**src/rtl/bf_uart_tx.sv**
```systemverilog
// rtl/bf_uart_tx.sv - FIFO-buffered UART transmitter for the core's '.' output strobe
// Optional even parity (8E1 frame) when BF_UART_TX_PARITY_EN is defined; otherwise 8N1.
module bf_uart_tx #(
    parameter int CLK_PER_BIT = 16,
    parameter int FIFO_LOG2   = 2
) (
    input  logic       clk,
    input  logic       reset,
    input  logic       sendingChar,
    input  logic [7:0] sendedChar,
    output logic       tx_ready,
    output logic       tx,
    output logic       busy
);
    localparam int DEPTH = 1 << FIFO_LOG2;
    localparam logic [FIFO_LOG2:0]   FULL_CNT = (FIFO_LOG2 + 1)'(DEPTH);
    localparam logic [FIFO_LOG2:0]   CNT_ONE  = (FIFO_LOG2 + 1)'(1);
    localparam logic [FIFO_LOG2-1:0] PTR_ONE  = (FIFO_LOG2)'(1);
    localparam logic [15:0]          BAUD_MAX = 16'(CLK_PER_BIT - 1);

    localparam logic [2:0] S_IDLE   = 3'd0;
    localparam logic [2:0] S_START  = 3'd1;
    localparam logic [2:0] S_DATA   = 3'd2;
    localparam logic [2:0] S_PARITY = 3'd3;
    localparam logic [2:0] S_STOP   = 3'd4;

    logic [7:0]           mem_q [DEPTH];
    logic [7:0]           mem_d [DEPTH];
    logic [FIFO_LOG2-1:0] wr_ptr_q, wr_ptr_d;
    logic [FIFO_LOG2-1:0] rd_ptr_q, rd_ptr_d;
    logic [FIFO_LOG2:0]   count_q, count_d;
    logic [2:0]           state_q, state_d;
    logic [15:0]          baud_q, baud_d;
    logic [2:0]           bit_idx_q, bit_idx_d;
    logic [7:0]           shift_q, shift_d;
    logic                 tx_q, tx_d;
`ifdef BF_UART_TX_PARITY_EN
    logic                 parity_q, parity_d;
`endif
    logic                 push, pop, baud_done;

    assign tx_ready  = (count_q != FULL_CNT);
    assign tx        = tx_q;
    assign busy      = (state_q != S_IDLE) || (count_q != '0);
    assign push      = sendingChar && tx_ready;
    assign baud_done = (baud_q == 16'd0);

    always_comb begin
        mem_d     = mem_q;
        wr_ptr_d  = wr_ptr_q;
        rd_ptr_d  = rd_ptr_q;
        count_d   = count_q;
        state_d   = state_q;
        baud_d    = baud_q;
        bit_idx_d = bit_idx_q;
        shift_d   = shift_q;
        tx_d      = tx_q;
`ifdef BF_UART_TX_PARITY_EN
        parity_d  = parity_q;
`endif
        pop       = 1'b0;

        case (state_q)
            S_IDLE: begin
                tx_d = 1'b1;
                pop  = (count_q != '0);
            end
            S_START: begin
                if (baud_done) begin
                    tx_d      = shift_q[0];
                    state_d   = S_DATA;
                    baud_d    = BAUD_MAX;
                    bit_idx_d = 3'd0;
                end else begin
                    baud_d = baud_q - 16'd1;
                end
            end
            S_DATA: begin
                if (baud_done) begin
                    baud_d = BAUD_MAX;
                    if (bit_idx_q == 3'd7) begin
`ifdef BF_UART_TX_PARITY_EN
                        state_d = S_PARITY;
                        tx_d    = parity_q;
`else
                        state_d = S_STOP;
                        tx_d    = 1'b1;
`endif
                    end else begin
                        bit_idx_d = bit_idx_q + 3'd1;
                        shift_d   = shift_q >> 1;
                        tx_d      = shift_q[1];
                    end
                end else begin
                    baud_d = baud_q - 16'd1;
                end
            end
`ifdef BF_UART_TX_PARITY_EN
            S_PARITY: begin
                if (baud_done) begin
                    state_d = S_STOP;
                    tx_d    = 1'b1;
                    baud_d  = BAUD_MAX;
                end else begin
                    baud_d = baud_q - 16'd1;
                end
            end
`endif
            S_STOP: begin
                if (baud_done) begin
                    // A queued byte starts its start bit on this same edge: no idle gap.
                    pop     = (count_q != '0);
                    state_d = S_IDLE;
                end else begin
                    baud_d = baud_q - 16'd1;
                end
            end
            default: begin
                state_d = S_IDLE;
                tx_d    = 1'b1;
            end
        endcase

        if (pop) begin
            shift_d  = mem_q[rd_ptr_q];
            rd_ptr_d = rd_ptr_q + PTR_ONE;
            tx_d     = 1'b0;
            state_d  = S_START;
            baud_d   = BAUD_MAX;
`ifdef BF_UART_TX_PARITY_EN
            parity_d = ^mem_q[rd_ptr_q];
`endif
        end

        if (push) begin
            mem_d[wr_ptr_q] = sendedChar;
            wr_ptr_d        = wr_ptr_q + PTR_ONE;
        end

        case ({push, pop})
            2'b10:   count_d = count_q + CNT_ONE;
            2'b01:   count_d = count_q - CNT_ONE;
            default: count_d = count_q;
        endcase
    end

    always_ff @(posedge clk or negedge reset) begin
        if (!reset) begin
            for (int i = 0; i < DEPTH; i++) mem_q[i] <= 8'h00;
            wr_ptr_q  <= '0;
            rd_ptr_q  <= '0;
            count_q   <= '0;
            state_q   <= S_IDLE;
            baud_q    <= 16'd0;
            bit_idx_q <= 3'd0;
            shift_q   <= 8'h00;
            tx_q      <= 1'b1;
`ifdef BF_UART_TX_PARITY_EN
            parity_q  <= 1'b0;
`endif
        end else begin
            mem_q     <= mem_d;
            wr_ptr_q  <= wr_ptr_d;
            rd_ptr_q  <= rd_ptr_d;
            count_q   <= count_d;
            state_q   <= state_d;
            baud_q    <= baud_d;
            bit_idx_q <= bit_idx_d;
            shift_q   <= shift_d;
            tx_q      <= tx_d;
`ifdef BF_UART_TX_PARITY_EN
            parity_q  <= parity_d;
`endif
        end
    end
endmodule

```
**config.mk**
```make
export PLATFORM = sky130hd
export DESIGN_NAME = bf_uart_tx
export DESIGN_NICKNAME = d
export VERILOG_FILES = /design/src/rtl/bf_uart_tx.sv
export SDC_FILE = /design/constraint.sdc
export NUM_CORES = 1
export LEC_CHECK = 0
export CAP_MARGIN = 20
export CORE_ASPECT_RATIO = 0.8
export CORE_MARGIN = 5
export CORE_UTILIZATION = 65
export CTS_BUF_LIST = sky130_fd_sc_hd__clkbuf_16
export DETAILED_ROUTE_END_ITERATION = 10
export HOLD_SLACK_MARGIN = 0.05
export PLACE_DENSITY = 0.84
export SETUP_SLACK_MARGIN = 0.15
export SLEW_MARGIN = 20
export SYNTH_ARGS = -nofsm -noshare
export SYNTH_HDL_FRONTEND = slang
export SYNTH_SLANG_ARGS = --single-unit
```
**constraint.sdc**
```tcl
create_clock -name clk -period 4.15 [get_ports clk]
set_clock_uncertainty 0.05 [all_clocks]
set_input_delay 1.245 -clock clk [delete_from_list [all_inputs] [get_ports clk]]
set_output_delay 1.245 -clock clk [all_outputs]
set_load 0.1 [all_outputs]
```
==> metrics <==
final weighted congestion in routability-driven placement 0.8124; sequential element share of the synthesized area 49.02%; critical path launch point type register; total global-route track usage 22.52%; via count of the first global-routing pass 2,435; required time reported for the critical path endpoint 4.35 ns; TritonCTS clock tree built; fin area 4063 um2; min-delay src count_q[0]; number of clock buffers inserted by TritonCTS 9; final count of pins violating max slew 0; Rel. slew slack 58.73%; post-route ant nets 0; sum of buffers and inverters on the critical path 3; vias after detailed routing 2,374; number of DRC markers after the initial detailed-route iteration 164; Setup TNS 0 ns; nets in the synthesized netlist 315; Die X 92.93 um; die area 7094 um2; count of input and output buffers 13; number of detailed-routing iterations run before antenna repair 4; highest-count cells in the layout ignoring fill and taps sky130_fd_sc_hd__dfrtp_1 (69), sky130_fd_sc_hd__mux2_2 (32), sky130_fd_sc_hd__nand2_1 (18); critical path capture point type register; Critical Path, Cell by Cell inv_1 -> ha_1 -> nor3b_4 -> nand4_1 -> buf_4 -> a21oi_4 -> ha_1 -> inv_1 -> fa_1 -> xor2_1 -> nor2_1 -> xor2_1; crit path kind register to register; starting density of the core 66.16%; number of warnings printed during yosys synthesis 0; endpoint of the worst register-to-register path count_q[2]; run status completed; worst-path cell with the longest stage delay sky130_fd_sc_hd__a21oi_4; origin of the worst setup path baud_q[0]; worst vdd rail ir drop 0.0004796 V; worst setup path endpoint count_q[2]; quantity of hold-fixing buffers added after cts 0; insertion delay of the later-clocked pin in the worst-skew pair 0.33 ns; number of endpoints with negative hold slack in the final report 0; first-pass GRT wire length 12,400 um; setup repair after global routing missed its margin no; Max Fclk 325.4 MHz; initial antenna violation count 0; total of endpoints with negative setup slack in the final report 0; largest stage delay on the critical path 0.44 ns; residual overflow from global routing 0; total number of nets in the final design 331; period utilisation layout 74.06%; number of cells on the critical path 12; Rows 24; clock period minus worst slack 3.073 ns; maximum fanout count along the critical path 19; Clk pin slew, worst setup/hold paths 0.06 ns; Post-CTS Repair Setup Buffers 0; Routed wire per std cell 18.35 um; maximum number of pins on one net before global-route repair 49; power per cell area 562.1 nW/um2; Post-Place Cell Area 3740 um2; final hold slack 0.4489 ns; area added between synthesis and finish 13.61%; share of final-layout standard cells stronger than drive strength 1 25.32%; number of antenna cells inserted 0; Clock Sinks 70; syn avg cell area 12.12 um2; launch point of the worst reg-to-reg path baud_q[0]; non-filler instance count after layout 381; count of cells along the worst hold path 1; total instance count after detailed placement 365; number of distinct standard cells referenced by the synthesized netlist 57; arrival time of data at the critical path endpoint 3.28 ns; hold crit path type register to register; final routed wirelength across all metal layers 6993 um; reg2reg setup slack 1.08 ns; post-DP HPWL 4799 um; worst reg2reg path depth 12; clock tree root buffer cell sky130_fd_sc_hd__clkbuf_16; number of violations of the max-capacitance limit 0; synthesized instance count 295; number of I/O pins 14; transition time at the pin with the least slew margin 0.6166 ns; Yosys reg bits 70; Leak 1.816 nW; number of remaining DRC errors 0; number of enable-type register cells in the synthesized netlist 0; leading cell type in the layout, fill and taps excluded sky130_fd_sc_hd__dfrtp_1; number of H-tree branching levels 3; Gates resized, CTS repair 0; Longest Clk Path Bufs 2; Top delay family on crit path adder cells; Via-to-Cell Ratio 6.231; Std-Cell Core Area 5405 um2; predominant post-synthesis flop cell sky130_fd_sc_hd__dfrtp_1; Chip Height 76.34 um; cell area after synthesis 3576 um2; ys async rst share 100.0%
Yosys cell counts (4+ instances only):
library cell / n / share of area [%]
sky130_fd_sc_hd__mux4_2: 8 / 5.0
sky130_fd_sc_hd__or3_1: 8 / 1.4
sky130_fd_sc_hd__nor3_1: 5 / 0.70
sky130_fd_sc_hd__o21ai_0: 8 / 1.1
sky130_fd_sc_hd__a21o_1: 4 / 0.84
sky130_fd_sc_hd__dfrtp_1: 69 / 48
sky130_fd_sc_hd__a22o_1: 5 / 1.2
sky130_fd_sc_hd__xnor2_1: 11 / 2.7
sky130_fd_sc_hd__o31ai_1: 4 / 0.84
sky130_fd_sc_hd__inv_1: 9 / 0.94
sky130_fd_sc_hd__a21oi_1: 11 / 1.5
sky130_fd_sc_hd__nand2_1: 18 / 1.9
sky130_fd_sc_hd__nand3_1: 6 / 0.84
sky130_fd_sc_hd__ha_1: 8 / 2.8
sky130_fd_sc_hd__nor2_1: 17 / 1.8
sky130_fd_sc_hd__mux2_2: 32 / 10
sky130_fd_sc_hd__mux2i_1: 6 / 1.7
sky130_fd_sc_hd__buf_4: 4 / 0.84
cells by family after synthesis:
logic type	Yosys count	synth area share, %
AOI/OAI and AO/OA	51	10.60
xor gates and xnor gates	14	3.429
adders and majority gates	9	3.359
buffers and inverters	20	2.554
DFF	70	49.02
muxes	46	16.80
and+or+nand+nor	85	14.24
metrics by stage:
stage                     util (%)  worst slack (ns)  power (W)
final                        75.16             1.077   0.002284
after global routing         75.16            0.8363   0.002400
after CTS                    75.16             1.074   0.002297
after detailed placement     69.19             1.021   0.001469
after global placement       69.19             1.115   0.001425
after floorplan                  -             1.119   0.001333
metal layers:
metal / vias to the layer above / global-route usage [%] / wire length [um]
li1: 1122 / - / -
met3: 9 / 7.502 / 341
met1: 1187 / 32.30 / 3276
met2: 56 / 33.43 / 3300
met5: - / 0 / 0
met4: 0 / 5.271 / 74
how the worst min path moves through the flow:
stage                 end  slack (ns)
2_1_floorplan  shift_q[3]        0.40
3_3_place_gp   shift_q[6]        0.41
3_5_place_dp   shift_q[4]        0.43
4_1_cts        count_q[2]        0.45
5_1_grt          mem_q[5]        0.47
6_report       count_q[0]        0.45
power by group:
group	switching, W	total (W)	internal, W
combinational	0.000211	0.000487	0.000276
sequential	0.000100	0.000971	0.000871
clock	0.000297	0.000826	0.000529
total	0.000608	0.00228	0.00168
layout make-up:
cell class              instances  area, um2
flip-flops and latches         70       1753
inverters                       9      33.78
multi-input cells             205       1732
clock buffers                   9      225.2
fillers                       359       1343
clock inverters                 7      97.59
well taps                      65      81.33
repair buffers                 16      140.1
worst register-to-register path, stage by stage (launching register included):
cell,delay (ns)
sky130_fd_sc_hd__dfrtp_1,0.40
sky130_fd_sc_hd__inv_1,0.10
sky130_fd_sc_hd__ha_1,0.18
sky130_fd_sc_hd__nor3b_4,0.36
sky130_fd_sc_hd__nand4_1,0.13
sky130_fd_sc_hd__buf_4,0.21
sky130_fd_sc_hd__a21oi_4,0.44
sky130_fd_sc_hd__ha_1,0.28
sky130_fd_sc_hd__inv_1,0.06
sky130_fd_sc_hd__fa_1,0.37
sky130_fd_sc_hd__xor2_1,0.15
sky130_fd_sc_hd__nor2_1,0.11
sky130_fd_sc_hd__xor2_1,0.15
state kept, by name (all words and copies together) (netlist names):
signal     cells
baud_q        16
bit_idx_q      3
count_q        3
mem_q         32
rd_ptr_q       2
shift_q        8
state_q        3
tx             1
wr_ptr_q       2
No activity file was read; power rests on OpenSTA's default activity.
